`src/rtl/mgnt_req_router_pkg.sv`:
```
`default_nettype none
// ============================================================================
//  Module      : mgnt_req_router_pkg
//  Description : Shared types and constants for the management request
//                router: bus field widths, FSM state encoding, error codes
//                and a request legality check.
//  Revision    : 1.0 - initial release
// ============================================================================
package mgnt_req_router_pkg;

    localparam int MGNT_PORT_W = 4;
    localparam int MGNT_ADDR_W = 8;
    localparam int MGNT_DATA_W = 8;
    localparam int MGNT_LEN_W  = 4;

    // State encoding
    localparam logic [2:0] IDLE  = 3'd0;
    localparam logic [2:0] REQ   = 3'd1;
    localparam logic [2:0] WDATA = 3'd2;
    localparam logic [2:0] RDATA = 3'd3;
    localparam logic [2:0] DONE  = 3'd4;

    typedef enum logic [2:0] {
        S_IDLE  = IDLE,
        S_REQ   = REQ,
        S_WDATA = WDATA,
        S_RDATA = RDATA,
        S_DONE  = DONE
    } mgnt_state_e;

    // Error codes; anything other than ERR_NONE raises up_err
    typedef enum logic [1:0] {
        ERR_NONE    = 2'd0,
        ERR_BAD_REQ = 2'd1,
        ERR_ACK_TO  = 2'd2,
        ERR_RESP_TO = 2'd3
    } mgnt_err_e;

    // A request is rejected when it targets a non-existent port or has no bytes
    function automatic logic mgnt_req_is_bad(
        input logic [MGNT_PORT_W-1:0] port,
        input logic [MGNT_LEN_W-1:0]  len,
        input int unsigned            n_ports
    );
        return ({28'd0, port} >= n_ports) || (len == '0);
    endfunction

endpackage
`default_nettype wire

```
`src/rtl/mgnt_timeout_cnt.sv`:
```
`default_nettype none
// ============================================================================
//  Module      : mgnt_timeout_cnt
//  Description : Saturating wait counter. Each cycle with en_i counts one
//                waited cycle. clr_i restarts the window; when en_i is also
//                set the clearing cycle itself counts as the first waited
//                cycle, so hit_o rises exactly TIMEOUT cycles after the event.
//  Ports       : clk, rst_n  - clock, async active-low reset
//                clr_i       - restart the count
//                en_i        - count this cycle
//                hit_o       - count has reached TIMEOUT (held while saturated)
//  Revision    : 1.0 - initial release
// ============================================================================
module mgnt_timeout_cnt #(
    parameter int TIMEOUT = 1023,
    parameter int CNT_W   = 10
) (
    input  logic clk,
    input  logic rst_n,
    input  logic clr_i,
    input  logic en_i,
    output logic hit_o
);

    localparam logic [CNT_W-1:0] c_limit = CNT_W'(TIMEOUT);
    localparam logic [CNT_W-1:0] c_one   = CNT_W'(1);

    logic [CNT_W-1:0] cnt_q;
    logic [CNT_W-1:0] cnt_d;

    always_comb begin
        cnt_d = cnt_q;
        if (clr_i) begin
            cnt_d = en_i ? c_one : '0;
        end else if (en_i && (cnt_q != c_limit)) begin
            // Stops at the limit instead of wrapping
            cnt_d = cnt_q + c_one;
        end
    end

    always_ff @(posedge clk or negedge rst_n) begin
        if (!rst_n) begin
            cnt_q <= '0;
        end else begin
            cnt_q <= cnt_d;
        end
    end

    assign hit_o = (cnt_q == c_limit);

endmodule
`default_nettype wire

```
`src/rtl/mgnt_req_router.sv`:
```
`default_nettype none
// ============================================================================
//  Module      : mgnt_req_router
//  Description : Routes host management transactions to one of N_PORTS MAC
//                port controllers, one transaction in flight at a time, with
//                byte counting, ack/response timeouts and error reporting.
//  Ports       : clk, rstn_sys          - clock, async active-low reset
//                up_req_*               - host request / write data / ack
//                up_resp_*, up_done,
//                up_err                 - read bytes and completion to host
//                sys_req_*              - one-hot request and write data out
//                sys_resp_*             - per-port read bytes in
//  Revision    : 1.0 - initial release
// ============================================================================
module mgnt_req_router
    import mgnt_req_router_pkg::*;
#(
    parameter int N_PORTS = 4,
    parameter int TIMEOUT = 1023,
    parameter int CNT_W   = 10
) (
    input  logic                      clk,
    input  logic                      rstn_sys,
    // Host side
    input  logic                      up_req_valid,
    input  logic                      up_req_wr,
    input  logic [MGNT_PORT_W-1:0]    up_req_port,
    input  logic [MGNT_ADDR_W-1:0]    up_req_addr,
    input  logic [MGNT_LEN_W-1:0]     up_req_len,
    output logic                      up_req_ack,
    input  logic [MGNT_DATA_W-1:0]    up_req_data,
    input  logic                      up_req_data_valid,
    output logic [MGNT_DATA_W-1:0]    up_resp_data,
    output logic                      up_resp_data_valid,
    output logic                      up_done,
    output logic                      up_err,
    // Port side
    output logic [N_PORTS-1:0]        sys_req_valid,
    output logic                      sys_req_wr,
    output logic [MGNT_ADDR_W-1:0]    sys_req_addr,
    input  logic [N_PORTS-1:0]        sys_req_ack,
    output logic [MGNT_DATA_W-1:0]    sys_req_data,
    output logic [N_PORTS-1:0]        sys_req_data_valid,
    input  logic [8*N_PORTS-1:0]      sys_resp_data,
    input  logic [N_PORTS-1:0]        sys_resp_data_valid
);

    // ------------------------------------------------------------------
    // State and latched request
    // ------------------------------------------------------------------
    mgnt_state_e               state_q, state_d;
    mgnt_err_e                 err_q, err_d;
    logic [MGNT_PORT_W-1:0]    port_q;
    logic                      wr_q;
    logic [MGNT_ADDR_W-1:0]    addr_q;
    logic [MGNT_LEN_W-1:0]     len_q;
    logic [MGNT_LEN_W-1:0]     byte_cnt_q, byte_cnt_d;
    logic                      ack_q;

    logic [MGNT_DATA_W-1:0]    sys_req_data_q;
    logic [N_PORTS-1:0]        sys_req_data_valid_q;
    logic [MGNT_DATA_W-1:0]    up_resp_data_q;
    logic                      up_resp_data_valid_q;

    // Control from the next-state process
    logic                      w_accept;
    logic                      w_wbyte;
    logic                      w_rbyte;
    logic                      w_tmo_clr;
    logic                      w_tmo_en;
    logic                      w_tmo_hit;

    // Port selection derived from the latched index
    logic [N_PORTS-1:0]        w_port_onehot;
    logic                      w_sel_ack;
    logic                      w_sel_rvalid;
    logic [MGNT_DATA_W-1:0]    w_sel_rdata;

    genvar gi;
    generate
        for (gi = 0; gi < N_PORTS; gi++) begin : g_onehot
            assign w_port_onehot[gi] = (port_q == MGNT_PORT_W'(gi));
        end
    endgenerate

    // Only the addressed port's ack and strobes are honoured
    assign w_sel_ack    = |(sys_req_ack & w_port_onehot);
    assign w_sel_rvalid = |(sys_resp_data_valid & w_port_onehot);

    always_comb begin
        w_sel_rdata = '0;
        for (int p = 0; p < N_PORTS; p++) begin
            if (w_port_onehot[p]) begin
                w_sel_rdata = sys_resp_data[8*p +: 8];
            end
        end
    end

    // ------------------------------------------------------------------
    // Timeout counter
    // ------------------------------------------------------------------
    mgnt_timeout_cnt #(
        .TIMEOUT (TIMEOUT),
        .CNT_W   (CNT_W)
    ) u_timeout (
        .clk   (clk),
        .rst_n (rstn_sys),
        .clr_i (w_tmo_clr),
        .en_i  (w_tmo_en),
        .hit_o (w_tmo_hit)
    );

    // ------------------------------------------------------------------
    // Next-state logic
    // ------------------------------------------------------------------
    always_comb begin
        state_d    = state_q;
        err_d      = err_q;
        byte_cnt_d = byte_cnt_q;
        w_accept   = 1'b0;
        w_wbyte    = 1'b0;
        w_rbyte    = 1'b0;
        w_tmo_clr  = 1'b0;
        w_tmo_en   = 1'b0;

        unique case (state_q)
            S_IDLE: begin
                w_tmo_clr = 1'b1;
                if (up_req_valid) begin
                    w_accept   = 1'b1;
                    // Accept cycle starts the ack wait window
                    w_tmo_en   = 1'b1;
                    byte_cnt_d = '0;
                    if (mgnt_req_is_bad(up_req_port, up_req_len, N_PORTS)) begin
                        state_d = S_DONE;
                        err_d   = ERR_BAD_REQ;
                    end else begin
                        state_d = S_REQ;
                        err_d   = ERR_NONE;
                    end
                end
            end

            S_REQ: begin
                w_tmo_en = 1'b1;
                if (w_sel_ack) begin
                    w_tmo_clr = 1'b1;
                    state_d   = wr_q ? S_WDATA : S_RDATA;
                end else if (w_tmo_hit) begin
                    state_d = S_DONE;
                    err_d   = ERR_ACK_TO;
                end
            end

            S_WDATA: begin
                // Host paces write data, so no timeout here
                if (up_req_data_valid) begin
                    w_wbyte    = 1'b1;
                    byte_cnt_d = byte_cnt_q + MGNT_LEN_W'(1);
                    if (byte_cnt_d == len_q) begin
                        state_d = S_DONE;
                        err_d   = ERR_NONE;
                    end
                end
            end

            S_RDATA: begin
                w_tmo_en = 1'b1;
                if (w_sel_rvalid) begin
                    w_rbyte    = 1'b1;
                    w_tmo_clr  = 1'b1;
                    byte_cnt_d = byte_cnt_q + MGNT_LEN_W'(1);
                    if (byte_cnt_d == len_q) begin
                        state_d = S_DONE;
                        err_d   = ERR_NONE;
                    end
                end else if (w_tmo_hit) begin
                    state_d = S_DONE;
                    err_d   = ERR_RESP_TO;
                end
            end

            S_DONE: begin
                w_tmo_clr = 1'b1;
                state_d   = S_IDLE;
            end

            default: begin
                state_d = S_IDLE;
            end
        endcase
    end

    // ------------------------------------------------------------------
    // Registers
    // ------------------------------------------------------------------
    always_ff @(posedge clk or negedge rstn_sys) begin
        if (!rstn_sys) begin
            state_q              <= S_IDLE;
            err_q                <= ERR_NONE;
            port_q               <= '0;
            wr_q                 <= 1'b0;
            addr_q               <= '0;
            len_q                <= '0;
            byte_cnt_q           <= '0;
            ack_q                <= 1'b0;
            sys_req_data_q       <= '0;
            sys_req_data_valid_q <= '0;
            up_resp_data_q       <= '0;
            up_resp_data_valid_q <= 1'b0;
        end else begin
            state_q    <= state_d;
            err_q      <= err_d;
            byte_cnt_q <= byte_cnt_d;
            ack_q      <= w_accept;

            if (w_accept) begin
                port_q <= up_req_port;
                wr_q   <= up_req_wr;
                addr_q <= up_req_addr;
                len_q  <= up_req_len;
            end

            sys_req_data_valid_q <= '0;
            if (w_wbyte) begin
                sys_req_data_q       <= up_req_data;
                sys_req_data_valid_q <= w_port_onehot;
            end

            up_resp_data_valid_q <= 1'b0;
            if (w_rbyte) begin
                up_resp_data_q       <= w_sel_rdata;
                up_resp_data_valid_q <= 1'b1;
            end
        end
    end

    // ------------------------------------------------------------------
    // Outputs
    // ------------------------------------------------------------------
    // Request drops in the same cycle the selected port acks
    assign sys_req_valid      = ((state_q == S_REQ) && !w_sel_ack) ? w_port_onehot : '0;
    assign sys_req_wr         = wr_q;
    assign sys_req_addr       = addr_q;
    assign sys_req_data       = sys_req_data_q;
    assign sys_req_data_valid = sys_req_data_valid_q;

    assign up_req_ack         = ack_q;
    assign up_resp_data       = up_resp_data_q;
    assign up_resp_data_valid = up_resp_data_valid_q;
    assign up_done            = (state_q == S_DONE);
    assign up_err             = (state_q == S_DONE) && (err_q != ERR_NONE);

endmodule
`default_nettype wire

```
`config.mk`:
```
export PLATFORM = sky130hd
export DESIGN_NAME = mgnt_req_router
export DESIGN_NICKNAME = d
export VERILOG_FILES = /design/src/rtl/mgnt_req_router_pkg.sv /design/src/rtl/mgnt_timeout_cnt.sv /design/src/rtl/mgnt_req_router.sv
export SDC_FILE = /design/constraint.sdc
export NUM_CORES = 1
export LEC_CHECK = 0
export BUFFER_PORTS_ARGS = -buffer_cell sky130_fd_sc_hd__buf_2
export CORE_MARGIN = 8
export CORE_UTILIZATION = 47
export CTS_BUF_LIST = sky130_fd_sc_hd__clkbuf_8
export CTS_CLUSTER_SIZE = 8
export DETAILED_ROUTE_END_ITERATION = 8
export PLACE_DENSITY = 0.81
export REMOVE_ABC_BUFFERS = 1
export SKIP_CTS_REPAIR_TIMING = 1
export SLEW_MARGIN = 20
export SYNTH_ARGS = -nofsm -noshare
export SYNTH_HDL_FRONTEND = slang
export SYNTH_HIERARCHICAL = 1
export SYNTH_SLANG_ARGS = --single-unit
```
`constraint.sdc`:
```
create_clock -name clk -period 3.75 [get_ports clk]
set_input_delay 0.5625 -clock clk [delete_from_list [all_inputs] [get_ports clk]]
set_output_delay 0.5625 -clock clk [all_outputs]
set_load 0.02 [all_outputs]
```
== After elaboration in Yosys (flattened, before gate mapping) ==
Index checks and enable logic that the tools add are counted.
Operators by class
  add/sub/neg operators: 2
  equal/unequal tests: 16
  $lt $le $gt $ge: 1
  reductions and logical operators: 19
  multiplexer cells: 41
  bitwise gates (word level): 2
Operator list (count)
  $mux 8: 4
  $mux 3: 7
  $mux 10: 2
  $mux 4: 5
  $mux 2: 7
  $pmux 3 s4: 1
  $pmux 4 s3: 1
  $mux 1: 11
  $add 10x1->10 const B: 1
  $eq 10x10->1 const B: 1
  $ne 10x10->1 const B: 1
  $and 4x4->4: 2
  $eq 4x2->1 const B: 2
  $logic_not 4->1: 2
  $ne 2x2->1 const B: 4
  $pmux 2 s4: 1
  $reduce_or 4->1: 2
  $eq 3x2->1 const B: 2
  $reduce_and 6->1: 1
  $add 4x1->4 const B: 1
  $eq 4x1->1 const B: 1
  $eq 4x4->1: 1
  $ge 4x3->1 const B: 1
  $reduce_and 4->1: 1
  other kinds (15): 19
Word-level totals
  flip-flop bits (word level): 58
  input port bits: 69
  output and inout port bits: 37
  word-level logic and storage cells: 94

== Depth between registers and ports, before layout ==
Gate-level depths: netlist (run 1).
  word-level depth: 6
  gate-level depth with buffers: 10
  gate-level depth less buffers: 8

== Cells and area by module ==
The synthesis (run 1) kept the hierarchy.
By module, submodules not included
  mgnt_req_router: instances 1, area an instance 2426.1 um^2, cells each 225, seq. area each 1201.2 um^2
  mgnt_timeout_cnt: instances 1, area an instance 599.3 um^2, cells each 59, seq. area each 250.2 um^2

== Least setup slack after synthesis (run 1) ==
Ideal clock, no wire load.
  path type: reg2reg
  start: reg port_q[0]
  end: reg u_timeout.cnt_q[5]
  path buffers: 3
  clock period less this slack: 2.356 ns
  setup slack: 1.394 ns
  cell stages (with the launch flop): 11
  arrival: 2.231 ns
  setup time: 0.125 ns
  required time: 3.625 ns
  cell sequence: dfrtp_1 > buf_6 > or3_1 > buf_2 > o22ai_4 > nand3_2 > inv_1 > or3_1 > buf_1 > nor2_1 > mux2_2
Between the ends
  word-level cells in the longest chain between the ends: 6
  elaborated cells on any way between the ends: 13
RTL lines
  from (decl): line mgnt_req_router.sv:53  | logic [MGNT_PORT_W-1:0] port_q;
  from (signal assigned): line mgnt_req_router.sv:218  | port_q <= up_req_port;
  $eq 4x1->1, or another cell as far along: line mgnt_req_router.sv:82  | assign w_port_onehot[gi] = (port_q == MGNT_PORT_W'(gi));
  $and 4x4->4, on equally long branches: line mgnt_req_router.sv:88, mgnt_req_router.sv:87
  $reduce_or 4->1, on equally long branches: line mgnt_req_router.sv:88, mgnt_req_router.sv:87
  $mux 1, on equally long branches: line mgnt_req_router.sv:169, mgnt_req_router.sv:146
  $pmux 1 s3 *: line mgnt_req_router.sv:126  | unique case (state_q)
  via w_tmo_clr: line mgnt_req_router.sv:69  | logic w_tmo_clr;
  $mux 10 or $reduce_bool 2->1 (tied branches)
  to (signal assigned): line mgnt_timeout_cnt.sv:45  | cnt_q <= cnt_d;
  to (decl): line mgnt_timeout_cnt.sv:28  | logic [CNT_W-1:0] cnt_q;
The timed path passes the listed nets; every way through them passes the cells marked *.
A chain may end at the register's enable or synchronous reset.

== Final worst setup path (run 1) ==
  start: reg port_q[0]
  end: reg u_timeout.cnt_q[0]
The elaborated chain is that of the path after synthesis.

==> out/qor.yml, run 1 <==
outcome: "completed"
final_max_slew_viol_count: 0
synth_edf_count: 0
synth_top_area_cell: "dfrtp_1"
vdd_ir_drop_max_mv: 0.461
critPathCaptureType: "flop"
grt_max_degree: 36
path_clk_slew_ns: 0.06
dr.pass1.iters: 4
design.die.area_mm2: 0.00926
rsz0062_at_grt: "false"
multi_input_area_mm2: 0.00148
finalWorstSetupSlack_ns: 0.821
core_mm2: 0.00628
wirelength_mm: 7.67
port_buffers: 105
timing.fmax_mhz: 341
synth-warning-count: 6
synthCells: 284
relSlewSlack_pct: 49.4
dp_slack_ns: 0.814
antenna_found_initial: 0
syn_to_final_growth_pct: 27.5
yosysSeqAreaShare_pct: 48.0
fp.dieW_um: 96.2
routedWlPerCell_um: 16.3
postRouteAntennaNets: 0
path_max_fanout: 18
ioPinCount: 106
root_buffer: "clkbuf_8"
drc_errors: 0
grt_pass1_wl_mm: 12.7
crit_buf_inv: 1
nets: 458
path_cells: "or3b_1 -> o22ai_4 -> nand3_2 -> inv_1 -> or3_1 -> nor2_1 -> nor4b_1 -> a211oi_1"
r2r-start: "port_q[0]$_DFFE_PN0P_"
hp-class: "input port to asynchronous set/reset pin"
drt-vias-per-instance: 5.51
diodes: 0
maxCapViolations: 0
rr_worst_depth: 8
r2r_slack_ns: 0.82
place_area_mm2: 0.00359
cpMaxStageDelayCell: "dfrtp_1"
period_needed_ns: 2.93
ys_types: 58
yosysMostFrequentCell: "dfrtp_1"
avgSynthCellArea_um2: 10.7
finClkSkew_ns: 0.00928
async_flop_share_pct: 100
h-tree-depth: 3
cts_buffers: 9
cp.arrival_ns: 3.17
fp.dieH_um: 96.2
critPathMaxStageDelay_ns: 0.69
synth.top_cells.by_count: "dfrtp_1 (58), nand2_1 (47), mux2_2 (18)"
crit_family: "simple AND/OR/NAND/NOR gates"
clk_latency_ns: 0.34
grt_pass1_vias: 2725
yosysTopAreaCellShare_pct: 48.0
ys.flop_type: "dfrtp_1"
synthTopCellsByArea: "dfrtp_1 (48%), mux2_2 (6.7%), mux4_2 (6.0%), nand2_1 (5.8%), o21ai_0 (2.2%)"
initial_utilization_pct: 48.2
regArea_mm2: 0.00145
vias: 2582
cts_buffer_depth: 2
fin_crit_sh_pct: 78.1
ys_ff_latch: 58
num_rows: 29
p_leak_nw: 1.91
drt_iter0_drc: 116
setup_tns_ns: 0
powerDensity_mw_per_mm2: 740
fillers: 543
syn_area_mm2: 0.00303
hold_violations: 0
cts.sinks: 58
path_class: "flop to flop"
grtUsageTotal_pct: 17.8
crit_required_ns: 3.99
r2r_end: "u_timeout/cnt_q[0]$_DFFE_PN0P_"
tightest_slew_ns: 0.749
start_kind: "flop"
grt_overflow: 0
drive_above_1_share_pct: 40.6
postLayoutCellArea_mm2: 0.00386
cts_tree: "yes"
gp_congestion: 0.824
finalSetupViolCount: 0
dp_hpwl_mm: 5.91
power breakdown:
group | total, mW | internal, mW | switching, mW | leakage (nW)
sequential | 1.01 | 0.803 | 0.209 | 0.754
clock | 0.768 | 0.523 | 0.244 | 0.138
combinational | 1.07 | 0.502 | 0.573 | 1.02
sequential cells by signal, indices dropped and copies added, names as in the netlist, 2 cells and up:
register and count:
byte_cnt_q 4, err_q 2, len_q 4, port_q 4
state_q 3, sys_req_addr 8, sys_req_data 8, sys_req_data_valid 4
u_timeout/cnt_q 10, up_resp_data 8
worst max path at each step:
stage	startpoint	to	slack [ns]	cells past startpoint
2_1_floorplan	state_q[1]$_DFFE_PN0P_	u_timeout/cnt_q[5]$_DFFE_PN0P_	1.13	6
3_3_place_gp	port_q[0]$_DFFE_PN0P_	u_timeout/cnt_q[0]$_DFFE_PN0P_	0.94	8
3_5_place_dp	port_q[0]$_DFFE_PN0P_	u_timeout/cnt_q[0]$_DFFE_PN0P_	0.81	8
4_1_cts	port_q[0]$_DFFE_PN0P_	u_timeout/cnt_q[0]$_DFFE_PN0P_	0.80	8
5_1_grt	port_q[0]$_DFFE_PN0P_	u_timeout/cnt_q[0]$_DFFE_PN0P_	0.51	8
6_report	port_q[0]$_DFFE_PN0P_	u_timeout/cnt_q[0]$_DFFE_PN0P_	0.82	8
cells by family after synthesis:
kind of cell | after synthesis | share of synthesized area (%)
AO/OA/AOI/OAI | 50 | 12.1
buffers and inverters | 22 | 3.18
AND/OR/NAND/NOR | 115 | 19.4
XOR/XNOR | 5 | 1.90
adder cells (fa/ha/maj) | 2 | 0.827
multiplexers | 32 | 14.7
flip-flops | 58 | 48.0
per-stage QoR:
| stage | hold WS, ns | util (%) | std cells | total power [mW] |
|---|---|---|---|---|
| detailed placement | 0.458 | 57.2 | 453 | 2.10 |
| floorplan | 0.267 | - | 269 | 1.76 |
| finish | 0.203 | 61.5 | 469 | 2.85 |
| global route | 0.231 | 61.5 | 469 | 3.04 |
| global placement | 0.453 | 57.2 | 453 | 2.06 |
| CTS | 0.205 | 61.5 | 469 | 2.88 |
cell type report:
type / instances / area share [%]
tap: 77 / 2.50
timing repair buffer: 107 / 14.0
clock inverter: 6 / 3.34
inverter: 7 / 0.681
clock buffer: 10 / 3.57
multi-input combinational: 204 / 38.3
sequential: 58 / 37.6
cells in the final DEF, fill, tap and decap left out, types with 8 or more instances in the layout:
cell / Yosys / routed
mux4_2: 8 / 8
nand2b_1: 9 / 9
nor3_1: 10 / 10
inv_1: 7 / 8
nand2_1: 47 / 47
mux2_2: 18 / 18
buf_2: 5 / 105
clkbuf_8: 0 / 10
o21ai_0: 13 / 13
nor2_1: 15 / 15
dfrtp_1: 58 / 58
per-layer routing:
| metal | vias to the layer above | share of wire, % | GRT usage, % |
|---|---|---|---|
| met4 | 0 | 0.89 | 4.74 |
| met3 | 9 | 11 | 8.97 |
| li1 | 1236 | - | - |
| met2 | 89 | 47 | 28.6 |
| met5 | - | 0 | 0 |
| met1 | 1248 | 41 | 20.7 |
(Power assumes the default switching activity.)
==> inputs of run 2 (changes only) <==
Settings changed: ABC_AREA set to 1, PLACE_DENSITY 0.81 to 0.8.
Clock period 3.75 ns to 3.05 ns, I/O delays scaled along.
==> out/qor.yml, run 2 <==
outcome: "completed"
num_rows: 30  # +3.4%
fillers: 600  # +10%
gp_congestion: 0.882  # +7.1%
fp.dieW_um: 98.8  # +2.7%
synth.top_cells.by_count: "nand2_1 (138), dfrtp_1 (58), nand3_1 (56)"
grt_overflow: 0  # unchanged
synthCells: 427  # +50%
nets: 605  # +32%
synth-warning-count: 6  # unchanged
yosysTopAreaCellShare_pct: 45.0  # -3.0 points
fp.dieH_um: 98.8  # +2.7%
initial_utilization_pct: 48.0  # -0.21 points
cp.arrival_ns: 2.38  # -0.79 ns
async_flop_share_pct: 100  # unchanged
synth_top_area_cell: "dfrtp_1"
timing.fmax_mhz: 353
finClkSkew_ns: 0.00940  # +0.000124 ns
rsz0062_at_grt: "false"
final_cell_mix: "nand2_1 (138), buf_2 (105), dfrtp_1 (58)"
syn_area_mm2: 0.00322  # +6.6%
relSlewSlack_pct: 51.5  # +2.1 points
antenna_found_initial: 0  # unchanged
synthXorXnorAreaFrac_pct: 0  # -1.9 points
dr.pass1.iters: 5  # +1
p_leak_nw: 2.21  # +16%
synthSimpleGateAreaFrac_pct: 35.1  # +16 points
cts_buffer_depth: 2  # unchanged
final_max_slew_viol_count: 0  # unchanged
setup_tns_ns: 0  # unchanged
synth_compound_area_share_pct: 9.00  # -3.1 points
grtUsageTotal_pct: 18.6  # +0.80 points
cts_tree: "yes"
finalSetupViolCount: 0  # unchanged
yosysMostFrequentCell: "nand2_1"
powerDensity_mw_per_mm2: 908  # +23%
drt-vias-per-instance: 5.17  # -6.1%
muxShareOfSynthArea_pct: 2.79  # -12 points
synthTopCellsByArea: "dfrtp_1 (45%), nand2_1 (16%), nand3_1 (8.7%), inv_1 (4.8%), nor2_1 (4.7%)"
path_clk_slew_ns: 0.07  # about the same
drive_above_1_share_pct: 27.5  # -13 points
fin_crit_sh_pct: 92.9
core_mm2: 0.00672  # +7.0%
dp_hpwl_mm: 6.67  # +13%
syn_to_final_growth_pct: 24.3
ys.flop_type: "dfrtp_1"
ys_ff_latch: 58  # unchanged
hp-class: "input port to asynchronous set/reset pin"
design.die.area_mm2: 0.00977  # +5.5%
ys_types: 31  # -47%
final_common_cell: "nand2_1"
synth_edf_count: 0  # unchanged
tightest_slew_ns: 0.727  # -0.0218 ns
synthAdderAreaFrac_pct: 0.776  # -0.051 points
hold_violations: 0  # unchanged
path_max_fanout: 28  # +10
postRouteAntennaNets: 0  # unchanged
start_kind: "flop"
vdd_ir_drop_max_mv: 0.540  # +17%
critPathCaptureType: "primary output"
avgSynthCellArea_um2: 7.55  # -29%
path_class: "flop to primary output"
wirelength_mm: 8.83  # +15%
yosysSeqAreaShare_pct: 45.0  # -3.0 points
top_register: "u_timeout/cnt_q"
synth_top_family_by_area: "simple AND/OR/NAND/NOR gates"
cts_buffers: 9  # unchanged
port_buffers: 105  # unchanged
grt_max_degree: 59  # +64%
grt_pass1_wl_mm: 14.7  # +15%
clk_latency_ns: 0.35  # about the same
drt_iter0_drc: 122  # +5.2%
grt_pass1_vias: 3287  # +21%
vias: 3200  # +24%
maxCapViolations: 0  # unchanged
diodes: 0  # unchanged
cts.sinks: 58  # unchanged
h-tree-depth: 3  # unchanged
period_needed_ns: 2.83
crit_required_ns: 2.59  # -1.40 ns
final_util_pct: 59.6  # -1.8 points
routedWlPerCell_um: 14.3  # -13%
drc_errors: 0  # unchanged
ioPinCount: 106  # unchanged
root_buffer: "clkbuf_8"
largest_reg_flops: 10  # unchanged
## run 2: path summary, 6_finish.rpt
kind | startpoint | endpoint | cells after the start | slack [ns]
max in group asynchronous | rstn_sys | up_resp_data[2]$_DFFE_PN0P_ | 2 | 2.32
min in group clk | up_req_addr[7] | sys_req_addr[7]$_DFFE_PN0P_ | 3 | 0.31
worst max register to register | state_q[2]$_DFFE_PN0P_ | u_timeout/cnt_q[6]$_DFFE_PN0P_ | 9 | 0.78
worst min-delay path | rstn_sys | byte_cnt_q[2]$_DFFE_PN0P_ | 2 | 0.25
worst min register to register | sys_req_addr[6]$_DFFE_PN0P_ | sys_req_addr[6]$_DFFE_PN0P_ | 2 | 0.48
worst max-delay path | port_q[2]$_DFFE_PN0P_ | sys_req_valid[3] | 6 | 0.22
## run 2: logic make-up after synthesis
group / after synthesis
DFF: 58
muxes: 8
and+or+nand+nor: 259
buffers and inverters: 53
AOI/OAI and AO/OA: 47
adders and majority gates: 2
## run 2: where the power goes
part	switching, mW	internal, mW
combinational	1.11	0.533
clock	0.313	0.476
sequential	0.187	1.02
## run 2: worst max-delay path, stage by stage, from the launching register on
cell and delay [ns]:
dfrtp_1 0.41, nor2_4 0.48, nand2_1 0.17, nor2_1 0.49, inv_1 0.15, nor2_1 0.15, buf_2 0.18
## run 2: final cells by class
type	instances	area, um2	share of cell area [%]
clock buffer	10	138	3.44
timing repair buffer	107	541	13.5
inverter	42	158	3.94
clock inverter	6	81.3	2.03
multi-input combinational	316	1540	38.4
sequential	58	1450	36.2
tap	80	100	2.50
## run 2: stage by stage
step           setup WS [ns]  instance area [um2]  hold slack (ns)  instances  power (mW)
6_report               0.217                 4010            0.254        619        3.64
3_3_place_gp           0.789                 3790            0.458        603        2.80
2_1_floorplan          0.988                 3150            0.162        416        2.34
5_1_grt               0.0205                 4010            0.299        619        3.92
3_5_place_dp           0.596                 3790            0.468        603        2.86
4_1_cts                0.213                 4010            0.271        619        3.66
## run 2: routing by layer
layer	GRT usage, %	part of all wire [%]	vias to the layer above
li1	-	-	1602
met1	19.5	40	1462
met2	31.0	48	113
met3	8.74	9.9	23
met4	8.85	2.4	0
met5	0	0	-
==> inputs of run 3 (changes only) <==
Settings changed: CORE_UTILIZATION 47 to 50, PLACE_DENSITY 0.8 to 0.84.
==> out/qor.yml, run 3 (synthesis results as in run 2) <==
dr.pass1.iters: 5  # unchanged
drt_iter0_drc: 201  # +65%
fin_crit_sh_pct: 78.8  # -14 points
vias: 3204  # +0.13%
cts_buffers: 9  # unchanged
tightest_slew_ns: 0.548  # -0.179 ns
top_register: "u_timeout/cnt_q"
critPathCaptureType: "primary output"
rsz0062_at_grt: "false"
final_util_pct: 64.5  # +4.9 points
grt_pass1_wl_mm: 14.8  # +0.90%
cts.sinks: 58  # unchanged
h-tree-depth: 3  # unchanged
postLayoutCellArea_mm2: 0.00405  # +1.1%
ioPinCount: 106  # unchanged
initial_utilization_pct: 51.4  # +3.4 points
finClkSkew_ns: 0.00620  # -0.00320 ns
drt-vias-per-instance: 5.18  # +0.29%
relSlewSlack_pct: 63.3  # +12 points
period_needed_ns: 2.40  # -0.428 ns
powerDensity_mw_per_mm2: 927  # +2.1%
p_leak_nw: 2.23  # +1.0%
timing.fmax_mhz: 416  # +18%
cts_buffer_depth: 2  # unchanged
design.die.area_mm2: 0.00927  # -5.0%
finalSetupViolCount: 0  # unchanged
largest_reg_flops: 10  # unchanged
vdd_ir_drop_max_mv: 0.635  # +17%
rr_worst_depth: 10  # +1
grt_max_degree: 43  # -27%
hold_ws_ns: 0.0305  # -0.223 ns
syn_to_final_growth_pct: 25.7
diodes: 0  # unchanged
path_class: "flop to primary output"
maxCapViolations: 0  # unchanged
cts_tree: "yes"
grt_overflow: 0  # unchanged
wirelength_mm: 8.83  # about the same
crit_required_ns: 2.59  # about the same
dp_hpwl_mm: 6.86  # +2.9%
num_rows: 29  # -3.3%
drc_errors: 0  # unchanged
cp-startpoint: "port_q[2]$_DFFE_PN0P_"
final_common_cell: "nand2_1"
root_buffer: "clkbuf_8"
setup_tns_ns: 0  # unchanged
clk_latency_ns: 0.34  # about the same
final_cell_mix: "nand2_1 (138), buf_2 (105), dfrtp_1 (58)"
place_area_mm2: 0.00380  # +0.30%
r2r_slack_ns: 0.92  # +0.14 ns
antenna_found_initial: 0  # unchanged
start_kind: "flop"
r2r-start: "port_q[0]$_DFFE_PN0P_"
core_mm2: 0.00628  # -6.6%
path_clk_slew_ns: 0.07  # about the same
outcome: "completed"
grtUsageTotal_pct: 20.4  # +1.8 points
final_max_slew_viol_count: 0  # unchanged
postRouteAntennaNets: 0  # unchanged
port_buffers: 105  # unchanged
hp-class: "input port to asynchronous set/reset pin"
hold_violations: 0  # unchanged
grt_pass1_vias: 3226  # -1.9%
path_max_fanout: 9  # -68%
routedWlPerCell_um: 14.3  # +0.25%
nets: 607  # +0.33%
drive_above_1_share_pct: 27.7  # +0.27 points
r2r_end: "u_timeout/cnt_q[6]$_DFFE_PN0P_"
fp.dieH_um: 96.3  # -2.5%
gp_congestion: 0.958  # +8.6%
cp.arrival_ns: 1.95  # -0.43 ns
fp.dieW_um: 96.3  # -2.5%
run 3: cell count changes in the layout (fill, tap and decap cells not counted):
cell	delta
buf_4	+2
bufinv_16	+1
clkinv_2	-2
clkbuf_8	+1
run 3: power by group:
group	internal (mW)	switching, mW
Sequential	1.02	0.184
Clock	0.584	0.306
Combinational	0.550	1.11
Total	2.16	1.60
run 3: stage by stage:
step	setup slack [ns]	power, mW	instances
after floorplan	0.988	2.34	416
after global placement	1.06	2.81	602
after detailed placement	0.989	2.87	602
after CTS	0.641	3.78	618
after global routing	0.462	4.04	618
final	0.646	3.76	618
run 3: worst max-delay path by stage:
stage | end | depth (start not counted)
after floorplan | sys_req_valid[3] | 5
after global placement | u_timeout/cnt_q[6]$_DFFE_PN0P_ | 10
after detailed placement | u_timeout/cnt_q[6]$_DFFE_PN0P_ | 10
after CTS | sys_req_valid[3] | 6
after global routing | sys_req_valid[3] | 6
final | sys_req_valid[3] | 6
run 3: cell type report:
type / count / area [um2]
tap: 77 / 96.3
clock buffer: 11 / 151
timing repair buffer: 109 / 556
clock inverter: 5 / 101
sequential: 58 / 1450
multi-input combinational: 316 / 1540
fill: 509 / 2230
inverter: 42 / 158
run 3: per-layer routing:
| metal | part of all wire [%] | GRT usage, % | vias to the layer above | routed length [um] |
|---|---|---|---|---|
| li1 | - | - | 1599 | - |
| met2 | 49 | 32.3 | 111 | 4290 |
| met4 | 1.9 | 10.2 | 0 | 172 |
| met3 | 9.3 | 8.27 | 14 | 822 |
| met5 | 0 | 0 | - | 0 |
| met1 | 40 | 23.4 | 1480 | 3550 |
run 3: critical path: stages (launching register included):
cell	delay, ns
dfrtp_1	0.41
nor2_4	0.21
nand2_1	0.10
nor2_1	0.44
inv_1	0.16
nor2_1	0.12
buf_2	0.17
